<file path="src/rtl/pdp8_kw_pkg.sv">
// pdp8_kw_pkg: shared types and constants for the KW8/I tick source.
// Holds the line-filter state encoding, prescaler width and rate encodings.
package pdp8_kw_pkg;

  localparam int unsigned KW_DIV_W = 20;

  typedef enum logic [1:0] {
    LO_STABLE = 2'd0,
    QUAL_HI   = 2'd1,
    HI_STABLE = 2'd2,
    QUAL_LO   = 2'd3
  } kw_filt_state_e;

  typedef enum logic [1:0] {
    KW_RATE_0 = 2'd0,
    KW_RATE_1 = 2'd1,
    KW_RATE_2 = 2'd2,
    KW_RATE_3 = 2'd3
  } kw_rate_e;

  // Map a rate select onto one of the four prescale divisors.
  function automatic logic [KW_DIV_W-1:0] kw_div_sel(
    input logic [1:0]          rate,
    input logic [KW_DIV_W-1:0] d0,
    input logic [KW_DIV_W-1:0] d1,
    input logic [KW_DIV_W-1:0] d2,
    input logic [KW_DIV_W-1:0] d3
  );
    logic [KW_DIV_W-1:0] d;
    case (kw_rate_e'(rate))
      KW_RATE_0: d = d0;
      KW_RATE_1: d = d1;
      KW_RATE_2: d = d2;
      default:   d = d3;
    endcase
    return d;
  endfunction

endpackage

</file>
<file path="src/rtl/pdp8_kw_tick_if.sv">
// pdp8_kw_tick_if: tick delivery handshake between the tick source (master)
// and the KW8/I counter (slave).
interface pdp8_kw_tick_if;

  logic tick;
  logic tick_req;
  logic overrun;
  logic tick_ack;
  logic ovr_clr;

  modport master (
    output tick,
    output tick_req,
    output overrun,
    input  tick_ack,
    input  ovr_clr
  );

  modport slave (
    input  tick,
    input  tick_req,
    input  overrun,
    output tick_ack,
    output ovr_clr
  );

endinterface

</file>
<file path="src/rtl/pdp8_kw_line_filt.sv">
// pdp8_kw_line_filt: 2-flop synchronizer plus debounce FSM for the external
// line-frequency input. Emits a registered 1-cycle pulse on each qualified
// rising edge. Only built when KW_EXT_LINE_EN is defined.
`ifdef KW_EXT_LINE_EN
module pdp8_kw_line_filt
  import pdp8_kw_pkg::*;
#(
  parameter logic [7:0] FILT = 8'd16
) (
  input  logic clk,
  input  logic reset_n,
  input  logic line_in,
  output logic rise
);

  logic           s1;
  logic           s2;
  kw_filt_state_e state_q;
  kw_filt_state_e state_n;
  logic [7:0]     qcnt_q;
  logic [7:0]     qcnt_n;
  logic           rise_n;

  // Bring the asynchronous line input into the cpu clock domain.
  always_ff @(posedge clk or negedge reset_n) begin
    if (!reset_n) begin
      s1 <= 1'b0;
      s2 <= 1'b0;
    end else begin
      s1 <= line_in;
      s2 <= s1;
    end
  end

  // Filter state, qualification counter and registered rise pulse.
  always_ff @(posedge clk or negedge reset_n) begin
    if (!reset_n) begin
      state_q <= LO_STABLE;
      qcnt_q  <= '0;
      rise    <= 1'b0;
    end else begin
      state_q <= state_n;
      qcnt_q  <= qcnt_n;
      rise    <= rise_n;
    end
  end

  // Next-state: a level must hold FILT consecutive cycles to be accepted;
  // the entry cycle into a QUAL state counts as the first of them.
  always_comb begin
    state_n = state_q;
    qcnt_n  = qcnt_q;
    rise_n  = 1'b0;
    case (state_q)
      LO_STABLE: begin
        if (s2) begin
          if (FILT <= 8'd1) begin
            state_n = HI_STABLE;
            rise_n  = 1'b1;
          end else begin
            state_n = QUAL_HI;
            qcnt_n  = 8'd1;
          end
        end
      end
      QUAL_HI: begin
        if (!s2) begin
          state_n = LO_STABLE;
        end else if (qcnt_q >= FILT - 8'd1) begin
          state_n = HI_STABLE;
          rise_n  = 1'b1;
        end else begin
          qcnt_n = qcnt_q + 8'd1;
        end
      end
      HI_STABLE: begin
        if (!s2) begin
          if (FILT <= 8'd1) begin
            state_n = LO_STABLE;
          end else begin
            state_n = QUAL_LO;
            qcnt_n  = 8'd1;
          end
        end
      end
      QUAL_LO: begin
        if (s2) begin
          state_n = HI_STABLE;
        end else if (qcnt_q >= FILT - 8'd1) begin
          state_n = LO_STABLE;
        end else begin
          qcnt_n = qcnt_q + 8'd1;
        end
      end
      default: state_n = LO_STABLE;
    endcase
  end

endmodule
`endif

</file>
<file path="src/rtl/pdp8_kw_tick.sv">
// pdp8_kw_tick: KW8/I real-time clock tick source. Internal prescaler with
// four selectable divisors, optional external line-frequency source, and a
// req/ack tick handshake with sticky overrun.
// Build option: define KW_EXT_LINE_EN to build the line_in path and honour
// src_sel; otherwise line_in/src_sel are ignored.
module pdp8_kw_tick
  import pdp8_kw_pkg::*;
#(
  parameter logic [KW_DIV_W-1:0] DIV_0 = 20'd1000,
  parameter logic [KW_DIV_W-1:0] DIV_1 = 20'd10000,
  parameter logic [KW_DIV_W-1:0] DIV_2 = 20'd100000,
  parameter logic [KW_DIV_W-1:0] DIV_3 = 20'd1000000,
  parameter logic [7:0]          FILT  = 8'd16
) (
  input  logic                  clk,
  input  logic                  reset_n,
  input  logic                  enable,
  input  logic                  src_sel,
  input  logic [1:0]            rate,
  input  logic                  line_in,
  pdp8_kw_tick_if.master        kw
);

  logic [KW_DIV_W-1:0] div;
  logic [KW_DIV_W-1:0] pre_cnt;
  logic [1:0]          rate_q;
  logic                chg;
  logic                pre_ev;
  logic                ev;

  assign div    = kw_div_sel(rate, DIV_0, DIV_1, DIV_2, DIV_3);
  assign pre_ev = !chg && (pre_cnt == div - 1'b1);

`ifdef KW_EXT_LINE_EN
  logic src_q;
  logic line_ev;

  pdp8_kw_line_filt #(.FILT(FILT)) u_line_filt (
    .clk     (clk),
    .reset_n (reset_n),
    .line_in (line_in),
    .rise    (line_ev)
  );

  // Remember last cycle's source so a source switch restarts the prescaler.
  always_ff @(posedge clk or negedge reset_n) begin
    if (!reset_n) src_q <= 1'b0;
    else          src_q <= src_sel;
  end

  assign chg = (rate != rate_q) || (src_sel != src_q);
  assign ev  = enable && (src_sel ? line_ev : pre_ev);
`else
  logic unused_line;
  assign unused_line = line_in ^ src_sel ^ (|FILT);
  assign chg = (rate != rate_q);
  assign ev  = enable && pre_ev;
`endif

  // Prescaler: counts 0..div-1; held at 0 while disabled, restarted on a
  // rate/source change so no short period straddles the change.
  always_ff @(posedge clk or negedge reset_n) begin
    if (!reset_n) begin
      pre_cnt <= '0;
      rate_q  <= '0;
    end else begin
      rate_q <= rate;
      if (!enable || chg || pre_ev) pre_cnt <= '0;
      else                          pre_cnt <= pre_cnt + 1'b1;
    end
  end

  // Tick pulse, pending request and sticky overrun; set beats clear.
  always_ff @(posedge clk or negedge reset_n) begin
    if (!reset_n) begin
      kw.tick     <= 1'b0;
      kw.tick_req <= 1'b0;
      kw.overrun  <= 1'b0;
    end else begin
      kw.tick <= ev;
      if (ev)               kw.tick_req <= 1'b1;
      else if (kw.tick_ack) kw.tick_req <= 1'b0;
      if (ev && kw.tick_req && !kw.tick_ack) kw.overrun <= 1'b1;
      else if (kw.ovr_clr)                   kw.overrun <= 1'b0;
    end
  end

endmodule
</file>
<file path="src/flat_wrapper.sv">
// flat-port wrapper written by rule: the top's interface ports become plain ports
module pdp8_kw_tick_flat import pdp8_kw_pkg::*;
#(
  parameter logic [KW_DIV_W-1:0] DIV_0 = 20'd1000,
  parameter logic [KW_DIV_W-1:0] DIV_1 = 20'd10000,
  parameter logic [KW_DIV_W-1:0] DIV_2 = 20'd100000,
  parameter logic [KW_DIV_W-1:0] DIV_3 = 20'd1000000,
  parameter logic [7:0]          FILT  = 8'd16
)
  (clk, reset_n, enable, src_sel, rate, line_in, kw_tick, kw_tick_req, kw_overrun, kw_tick_ack, kw_ovr_clr);
  pdp8_kw_tick_if kw_i ();
  input  logic clk;
  input  logic reset_n;
  input  logic enable;
  input  logic src_sel;
  input  logic [1:0] rate;
  input  logic line_in;
  output wire logic [$bits(kw_i.tick)-1:0] kw_tick;
  output wire logic [$bits(kw_i.tick_req)-1:0] kw_tick_req;
  output wire logic [$bits(kw_i.overrun)-1:0] kw_overrun;
  input wire logic [$bits(kw_i.tick_ack)-1:0] kw_tick_ack;
  input wire logic [$bits(kw_i.ovr_clr)-1:0] kw_ovr_clr;
  assign kw_tick = kw_i.tick;
  assign kw_tick_req = kw_i.tick_req;
  assign kw_overrun = kw_i.overrun;
  assign kw_i.tick_ack = kw_tick_ack;
  assign kw_i.ovr_clr = kw_ovr_clr;
  pdp8_kw_tick #(.DIV_0(DIV_0), .DIV_1(DIV_1), .DIV_2(DIV_2), .DIV_3(DIV_3), .FILT(FILT)) u_core (.clk(clk), .reset_n(reset_n), .enable(enable), .src_sel(src_sel), .rate(rate), .line_in(line_in), .kw(kw_i));
endmodule
</file>
<file path="config.mk">
export PLATFORM = sky130hd
export DESIGN_NAME = pdp8_kw_tick_flat
export DESIGN_NICKNAME = d
export VERILOG_FILES = /design/src/rtl/pdp8_kw_pkg.sv /design/src/rtl/pdp8_kw_tick_if.sv /design/src/rtl/pdp8_kw_line_filt.sv /design/src/rtl/pdp8_kw_tick.sv /design/src/flat_wrapper.sv
export SDC_FILE = /design/constraint.sdc
export NUM_CORES = 1
export LEC_CHECK = 0
export CAP_MARGIN = 10
export CORE_MARGIN = 5
export CORE_UTILIZATION = 51
export DETAILED_ROUTE_END_ITERATION = 10
export PLACE_DENSITY = 0.74
export SETUP_SLACK_MARGIN = 0.5
export SYNTH_ARGS = -nofsm -noshare
export SYNTH_HDL_FRONTEND = slang
export SYNTH_SLANG_ARGS = --single-unit
</file>
<file path="constraint.sdc">
create_clock -name clk -period 1.53 [get_ports clk]
set_input_delay 0.3825 -clock clk [delete_from_list [all_inputs] [get_ports clk]]
set_output_delay 0.3825 -clock clk [all_outputs]
set_load 0.01 [all_outputs]
</file>
# Word level (Yosys, flattened, before mapping)
# Index checks and enable logic that the tools add are counted.
[classes]
n_shift = 0
n_mul = 0
bitwise_logic = 0
div_mod_pow = 0
eq_ne = 4
add_sub_neg = 2
magnitude_cmp = 0
muxes = 6
reduce_logical = 12
[ops]
columns = ["op", "n"]
rows = [
  ["$pmux 20 s3", 1],
  ["$add 20x1->20 const B", 1],
  ["$eq 20x20->1", 1],
  ["$mux 20", 1],
  ["$sub 20x1->20 const B", 1],
  ["$logic_and 1x1->1", 4],
  ["$mux 1", 4],
  ["$reduce_bool 2->1", 2],
  ["$logic_not 1->1", 3],
  ["$eq 2x1->1 const B", 1],
  ["$eq 2x2->1 const B", 1],
  ["$logic_not 2->1", 1],
  ["$logic_or 1x1->1", 2],
  ["$ne 2x2->1", 1],
]
[word_totals]
mem_count = 0
word_cells = 29
mem_bits_ro = 0
input_bits = 9
latch_bits = 0
regBits = 25
ram_bits = 0
out_inout_bits = 3

# Longest topological paths before layout
# Gate-level depths: netlist of run 1.
[depth]
ltp_word = 9
depth_mapped = 10
mapped_depth_nobuf = 9

# Worst setup path before layout of run 1
# No wires, ideal clock.
[synth_path]
path_type = "input to register"
start = "input rate[0]"
end = "register u_core.pre_cnt[8]"
stages = 10
t_required_ns = 1.404
setup_time_ns = 0.126
path_buffers = 1
path_slack_ns = -0.522
t_arrival_ns = 1.926
cell_sequence = "inv_1 ha_1 inv_1 ha_1 xnor2_1 nor4_1 nand4_1 o31ai_4 buf_6 a21oi_1"
[synth_via]
elab_chain_len = 7
elab_cells_between_ends = 12
classes_between = "add/sub: 1; eq/ne: 4; mux: 2; reduce/logical: 5"
[synth_rtl]
columns = ["element", "line_no", "text"]
rows = [
  ["from (decl)", "flat_wrapper.sv:16", "input logic [1:0] rate;"],
  ["$eq 2x2->1 (tied with other cells)", "pdp8_kw_pkg.sv:30", "case (kw_rate_e'(rate))"],
  ["$pmux 20 s3", "pdp8_kw_pkg.sv:30", ""],
  ["$sub 20x1->20", "pdp8_kw_tick.sv:32", "assign pre_ev = !chg && (pre_cnt == div - 1'b1);"],
  ["$eq 20x20->1", "pdp8_kw_tick.sv:32", ""],
  ["$logic_and 1x1->1", "pdp8_kw_tick.sv:32", ""],
  ["$logic_or 1x1->1 *", "pdp8_kw_tick.sv:68", "if (!enable || chg || pre_ev) pre_cnt <= '0;"],
  ["$mux 20 *", "pdp8_kw_tick.sv:68", ""],
  ["to (signal assigned)", "pdp8_kw_tick.sv:69", "else pre_cnt <= pre_cnt + 1'b1;"],
  ["to (decl)", "pdp8_kw_tick.sv:25", "logic [KW_DIV_W-1:0] pre_cnt;"],
]
# Every way passes the cells marked *; elsewhere a longest branch is shown, timed or not.
# A chain may end at the register's enable or synchronous reset.

# Worst setup path in the final report of run 1
[layout_path]
start = "input rate[0]"
end = "register u_core.pre_cnt[7]"
# Same word-level chain as after synthesis.

==> impl_metrics.ini, run 1 <==
[outcome]
outcome = finished with violations
violations = setup timing

[layout]
n_antenna_cell = 0
filler_cell_count = 204
synthToLayoutAreaGrowth_pct = 40.14
final_layout_size_suffix_gt1_share_pct = 43.01
finalInstanceArea_mm2 = 0.002001
finish.utilization_pct = 73.82
nets = 210

[global_routing]
globalRouteOverflowTotal = 0
antenna_found_initial = 0
grt_pass1_wl_um = 5920
first_global_vias = 1282
grt_usage_pct = 18.48
grt_use_met3_pct = 3.417
grtUsageMet1_pct = 23.69
grt_max_degree = 26
gr-max-usage-layer = met2
gr-usage-met2_pct = 30.26

[worst_setup_path]
r2r_end = u_core.pre_cnt[7]
cp_top_family = buffers and inverters
slowest_delay_ns = 0.23
arrival_ns = 2.13
worstSetupStartpointType = primary input
worstSetupPathType = in -> reg
cpMaxStageDelayCell = nor4_2
crit_path_max_fanout = 5
path_depth = 11
critPathCapture = u_core.pre_cnt[7]
r2r-start = u_core.pre_cnt[18]
r2r_cells = 7
r2r_slack_ns = -0.33
end_kind = flop
crit_chain = buf_2, inv_6, buf_4, ha_2, xor2_1, nor4_2, nand4_1, o31ai_4, buf_6, buf_8, nor2_2
worst-path-buf-inv = 5
critPathLaunch = rate[0]
required_ns = 1.75

[pwr]
peakVddDrop_v = 0.0005310
switchingPower_uw = 291.1
p_sw_share_pct = 25.44
power_leakage_uw = 0.0008337
combPwrFrac_pct = 15.4
intPower_uw = 853.1
power_density_mw_per_mm2 = 571.9
seq_power_share_pct = 58.4
clockPowerShare_pct = 26.2

[synthesis]
synth_warnings = 0
synth_top_area_share_pct = 43.82
ys_seq_area_share_pct = 43.82
avgSynthCellArea_um2 = 9.846
synth_area_leader_cell = dfrtp_1
syn_area_mm2 = 0.001428
synthArstFlopShare_pct = 100.0
syn-num-nets = 161
synth_edf_count = 0
ys_ff_latch = 25
synth_area_leaders = dfrtp_1 (44%), xnor2_1 (12%), ha_1 (6.1%), nor2_1 (6.0%), xor2_1 (5.5%)
synthFlopType = dfrtp_1
synth_cells = 145
netlist-cell-type-count = 32

[die]
start_util_pct = 52.68
ioPinCount = 12
dieHeight_um = 62.91
die-width_um = 62.91
num_rows = 19
coreArea_mm2 = 0.002710
die_area_mm2 = 0.003957

[clock_tree]
clk_latency_ns = 0.32
clk_pin_slew_ns = 0.13
cts_buffers = 3
cts_buffer_depth = 2
cts.sink_count = 25
cts_max_level = 1
cts_tree = built
root_buffer = clkbuf_4
hold_buffers = 0

[timing]
min_period_ns = 1.917
finalHoldViolCount = 0
slew_headroom_pct = 72.71
max_freq_ghz = 0.5217
final-max-slew-violation-count = 0
setup-violations-final = 23
worst_slack_ns = -0.3867
worst_slew_pin_slew_ns = 0.4056
setup-tns-final_ns = -8.101
rsz0062_at_grt = true
finalClockSkew_ns = 0.001267
finalCritPeriodShare_pct = 125.3

[place]
post_dp_cell_area_mm2 = 0.001863
port_buffers = 9
gp_congestion = 0.8325
hpwl_um = 2401
dp_worst_setup_slack_ns = -1.293

[drt]
wl_per_cell_um = 14.74
vias = 1207
ant_nets = 0
firstDrtPassIters = 4
vias_per_cell = 5.388
drtIter0Drc = 16
post-route-drc-count = 0
drt-total-wl_um = 3302

[flow_run]
cap_violations = 0

[hold_path]
hold_path.class = in -> async
[metrics by stage]
step                power [uW]  hold slack [ns]  instances
floorplan                754.0          0.08691        145
global placement         817.6           0.5306        217
detailed placement       822.8           0.5614        217
CTS                       1135           0.3939        223
global route              1200           0.3713        224
finish                    1144           0.3985        224
[layout make-up]
cell class	count	area, um^2	area share [%]
inverter	10	55.05	2.752
timing repair buffer	47	386.6	19.32
sequential	25	625.6	31.27
multi-input combinational	107	868.3	43.40
tap	31	38.79	1.939
clock buffer	4	26.28	1.313
[cell families after synthesis]
group / Yosys count / synth area share (%)
compound gates: 8 / 5.171
xor+xnor: 28 / 17.18
fa+ha+maj: 7 / 6.135
buf+inv: 13 / 4.557
flops: 25 / 43.82
simple gates: 64 / 23.14
[power by group through the flow]
stage | combinational [uW] | clock [uW] | sequential (uW)
floorplan | 72.9 | 0 | 681
global placement | 137 | 0 | 681
detailed placement | 142 | 0 | 681
CTS | 162 | 304 | 668
global route | 190 | 340 | 669
finish | 176 | 300 | 668
[worst min path at each step]
stage	startpoint	end	slack, ns	cells after the start
floorplan	reset_n	u_core.kw.overrun	0.09	0
global placement	u_core.pre_cnt[0]	u_core.pre_cnt[0]	0.53	2
detailed placement	u_core.pre_cnt[0]	u_core.pre_cnt[0]	0.56	2
CTS	rate[0]	u_core.rate_q[0]	0.39	2
global route	rate[0]	u_core.rate_q[0]	0.37	2
finish	reset_n	u_core.pre_cnt[1]	0.40	2
[sequential cells by signal, indices dropped and copies added, names as in the netlist]
| signal | count |
|---|---|
| u_core.rate_q | 2 |
| u_core.kw.overrun | 1 |
| u_core.pre_cnt | 20 |
| u_core.kw.tick | 1 |
| u_core.kw.tick_req | 1 |
[placed cells by master, fill, tap and decap left out, types with 2 or more instances in the layout]
master / count
and2_1: 2
buf_2: 4
buf_4: 32
buf_6: 5
buf_8: 2
clkbuf_4: 3
clkdlybuf4s50_1: 4
dfrtp_1: 25
ha_2: 2
ha_4: 4
inv_1: 6
inv_2: 2
nand2_1: 6
nand3_1: 8
nand4_1: 4
nor2_1: 6
nor2_2: 16
nor2b_1: 2
nor3_1: 5
nor4_1: 4
xnor2_1: 18
xor2_1: 9
[repair_timing]
action                                  CTS  global route
gates resized for setup                  41            16
pin swaps                                12             5
setup buffers                             0             1
hold endpoints to repair                  0             0
endpoints found under the setup margin   26            26
gates cloned                              2             0
[synthesized netlist by cell type, drive strengths merged, types with 2 or more instances]
cell type,count
xor2,9
inv,10
nor2,23
nand4,5
dfrtp,25
ha,7
nor3,5
nor4,5
nand2,6
nor2b,2
and2,2
nand3,8
buf,3
xnor2,19
[per-layer routing]
metal | vias up | wire, um
met4 | 0 | 29
met3 | 4 | 103
met2 | 17 | 1725
li1 | 583 | -
met5 | - | 0
met1 | 603 | 1444
No activity file was read; power rests on OpenSTA's default activity.
==> run 2, diff against run 1 <==
Settings changed: SKIP_LAST_GASP from default to 1.
==> results of run 2 <==
No change in the layout: final DEF, timing and power equal those of run 1.
==> run 3, diff against run 2 <==
Settings changed: REMOVE_ABC_BUFFERS from default to 1.
==> run 3 against run 2 <==
  * The run still ends with setup timing left
  * Final area rose by 11%
  * Cell count rose by 5.4%
  * Largest power group unchanged
  * Sequential share of layout area fell by 3.2 points
  * Core utilization rose by 8.4 points
  * Clock skew rose by 0.015 ns
  * Die area did not move
  * Hold slack got worse by 0.10 ns
  * Flip-flop and latch count did not move
==> impl_metrics.ini, run 3 (synthesized netlist as in run 1, its figures left out) <==
[outcome]
outcome = finished with violations
violations = setup timing

[worst_setup_path]
crit_chain = or4_4, o22ai_4, nand2_2, o31ai_4, buf_6, buf_12, buf_16, nor2_2
worstSetupStartpointType = flop
r2r_cells = 8
slowest_delay_ns = 0.54
required_ns = 1.75
r2r_end = u_core.pre_cnt[19]
end_kind = flop
r2r-start = u_core.pre_cnt[17]
r2r_slack_ns = -0.48
worstSetupPathType = reg -> reg
arrival_ns = 2.23
cpMaxStageDelayCell = or4_4
crit_path_max_fanout = 5

[timing]
slew_headroom_pct = 70.51
finalHoldViolCount = 0
final-max-slew-violation-count = 0
worst_slack_ns = -0.4802
setup-violations-final = 23
max_freq_ghz = 0.4975
rsz0062_at_grt = true
worst_slew_pin_slew_ns = 0.4383
finalCritPeriodShare_pct = 131.4
finalClockSkew_ns = 0.01643
min_period_ns = 2.010
setup-tns-final_ns = -9.991
hold_slack_ns = 0.2935

[drt]
ant_nets = 0
wl_per_cell_um = 20.33
vias = 1366
vias_per_cell = 5.788
post-route-drc-count = 0
drtIter0Drc = 82
firstDrtPassIters = 6
drt-total-wl_um = 4797

[die]
start_util_pct = 52.68
die_area_mm2 = 0.003957
ioPinCount = 12
die-width_um = 62.91
num_rows = 19
coreArea_mm2 = 0.002710
dieHeight_um = 62.91

[hold_path]
min_from = rate[1]
worst_hold_path.endpoint = u_core.rate_q[1]
hold_path.class = in -> reg
hold_depth = 2

[clock_tree]
hold_buffers = 0
clk_pin_slew_ns = 0.15
cts.sink_count = 25
root_buffer = clkbuf_4
cts_tree = built
clk_latency_ns = 0.33
cts_buffer_depth = 2
cts_max_level = 1
cts_buffers = 3

[layout]
synthToLayoutAreaGrowth_pct = 56.09
layout_commonest_cell = buf_4
largest_reg_flops = 20
final_layout_size_suffix_gt1_share_pct = 46.34
n_antenna_cell = 0
nets = 222
filler_cell_count = 140
regMostFlops = u_core.pre_cnt
finalInstanceArea_mm2 = 0.002228
reg_top3 = u_core.pre_cnt x20, u_core.rate_q x2
mostFrequentLayoutCells = buf_4 (39), dfrtp_1 (25), xnor2_1 (18)

[pwr]
power_density_mw_per_mm2 = 553.5
peakVddDrop_v = 0.0005295
power_leakage_uw = 0.0009389

[global_routing]
first_global_vias = 1447
grt_max_degree = 26
globalRouteOverflowTotal = 0
antenna_found_initial = 0
grt_usage_pct = 21.27
grt_pass1_wl_um = 6755

[place]
post_dp_cell_area_mm2 = 0.001804
gp_congestion = 0.7988
hpwl_um = 2399
port_buffers = 9

[flow_run]
cap_violations = 0
run 3: layer usage:
layer,global-route usage (%),up-vias,part of all wire (%),routed length (um)
li1,-,610,-,-
met1,22.59,675,38,1820
met2,39.87,62,54,2574
met3,4.137,19,4.7,225
met4,9.019,0,3.7,177
met5,0,-,0,0
run 3: layout make-up:
type	count	area (um^2)	share of cell area, %
repair buffers	59	561.8	25.21
multi-input cells	107	925.9	41.55
clock buffers	4	26.28	1.179
flip-flops and latches	25	625.6	28.07
well taps	31	38.79	1.741
inverters	10	50.05	2.246
run 3: worst max path at each step:
stage / slack, ns / from / to
2_1_floorplan: -0.72 / rate[0] / u_core.pre_cnt[10]
5_1_grt: -0.54 / u_core.pre_cnt[17] / u_core.pre_cnt[8]
4_1_cts: -0.44 / u_core.pre_cnt[18] / u_core.pre_cnt[19]
6_report: -0.48 / u_core.pre_cnt[17] / u_core.pre_cnt[19]
3_3_place_gp: -1.13 / rate[0] / u_core.pre_cnt[2]
3_5_place_dp: -1.18 / rate[0] / u_core.pre_cnt[3]
run 3: timing repair:
| action | CTS | global route |
|---|---|---|
| setup buffers | 9 | 3 |
| pin swaps | 11 | 16 |
| resized for setup | 47 | 35 |
| endpoints found under the setup margin | 26 | 26 |
| cloned | 2 | 1 |
run 3: stage by stage:
stage	worst slack, ns	instances	total power, uW	utilization [%]
floorplan	-0.7207	142	733.6	-
global placement	-1.128	217	805.4	66.57
detailed placement	-1.183	217	810.0	66.57
CTS	-0.4411	232	1175	75.85
global route	-0.5391	236	1283	82.23
finish	-0.4802	236	1233	82.23
run 3: critical path: cells and delay by family, from the launching register on:
family | cells | cell delay [ns]
DFF | 1 | 0.43
AOI/OAI and AO/OA | 2 | 0.44
buffers and inverters | 3 | 0.36
and+or+nand+nor | 3 | 0.67
run 3: power breakdown:
| part | switching [uW] | total [uW] | internal, uW | leakage, uW |
|---|---|---|---|---|
| Clock | 212 | 314 | 102 | 0.0000150 |
| Sequential | 3.13 | 669 | 666 | 0.000344 |
| Combinational | 119 | 250 | 131 | 0.000580 |
| Total | 334 | 1230 | 899 | 0.000939 |
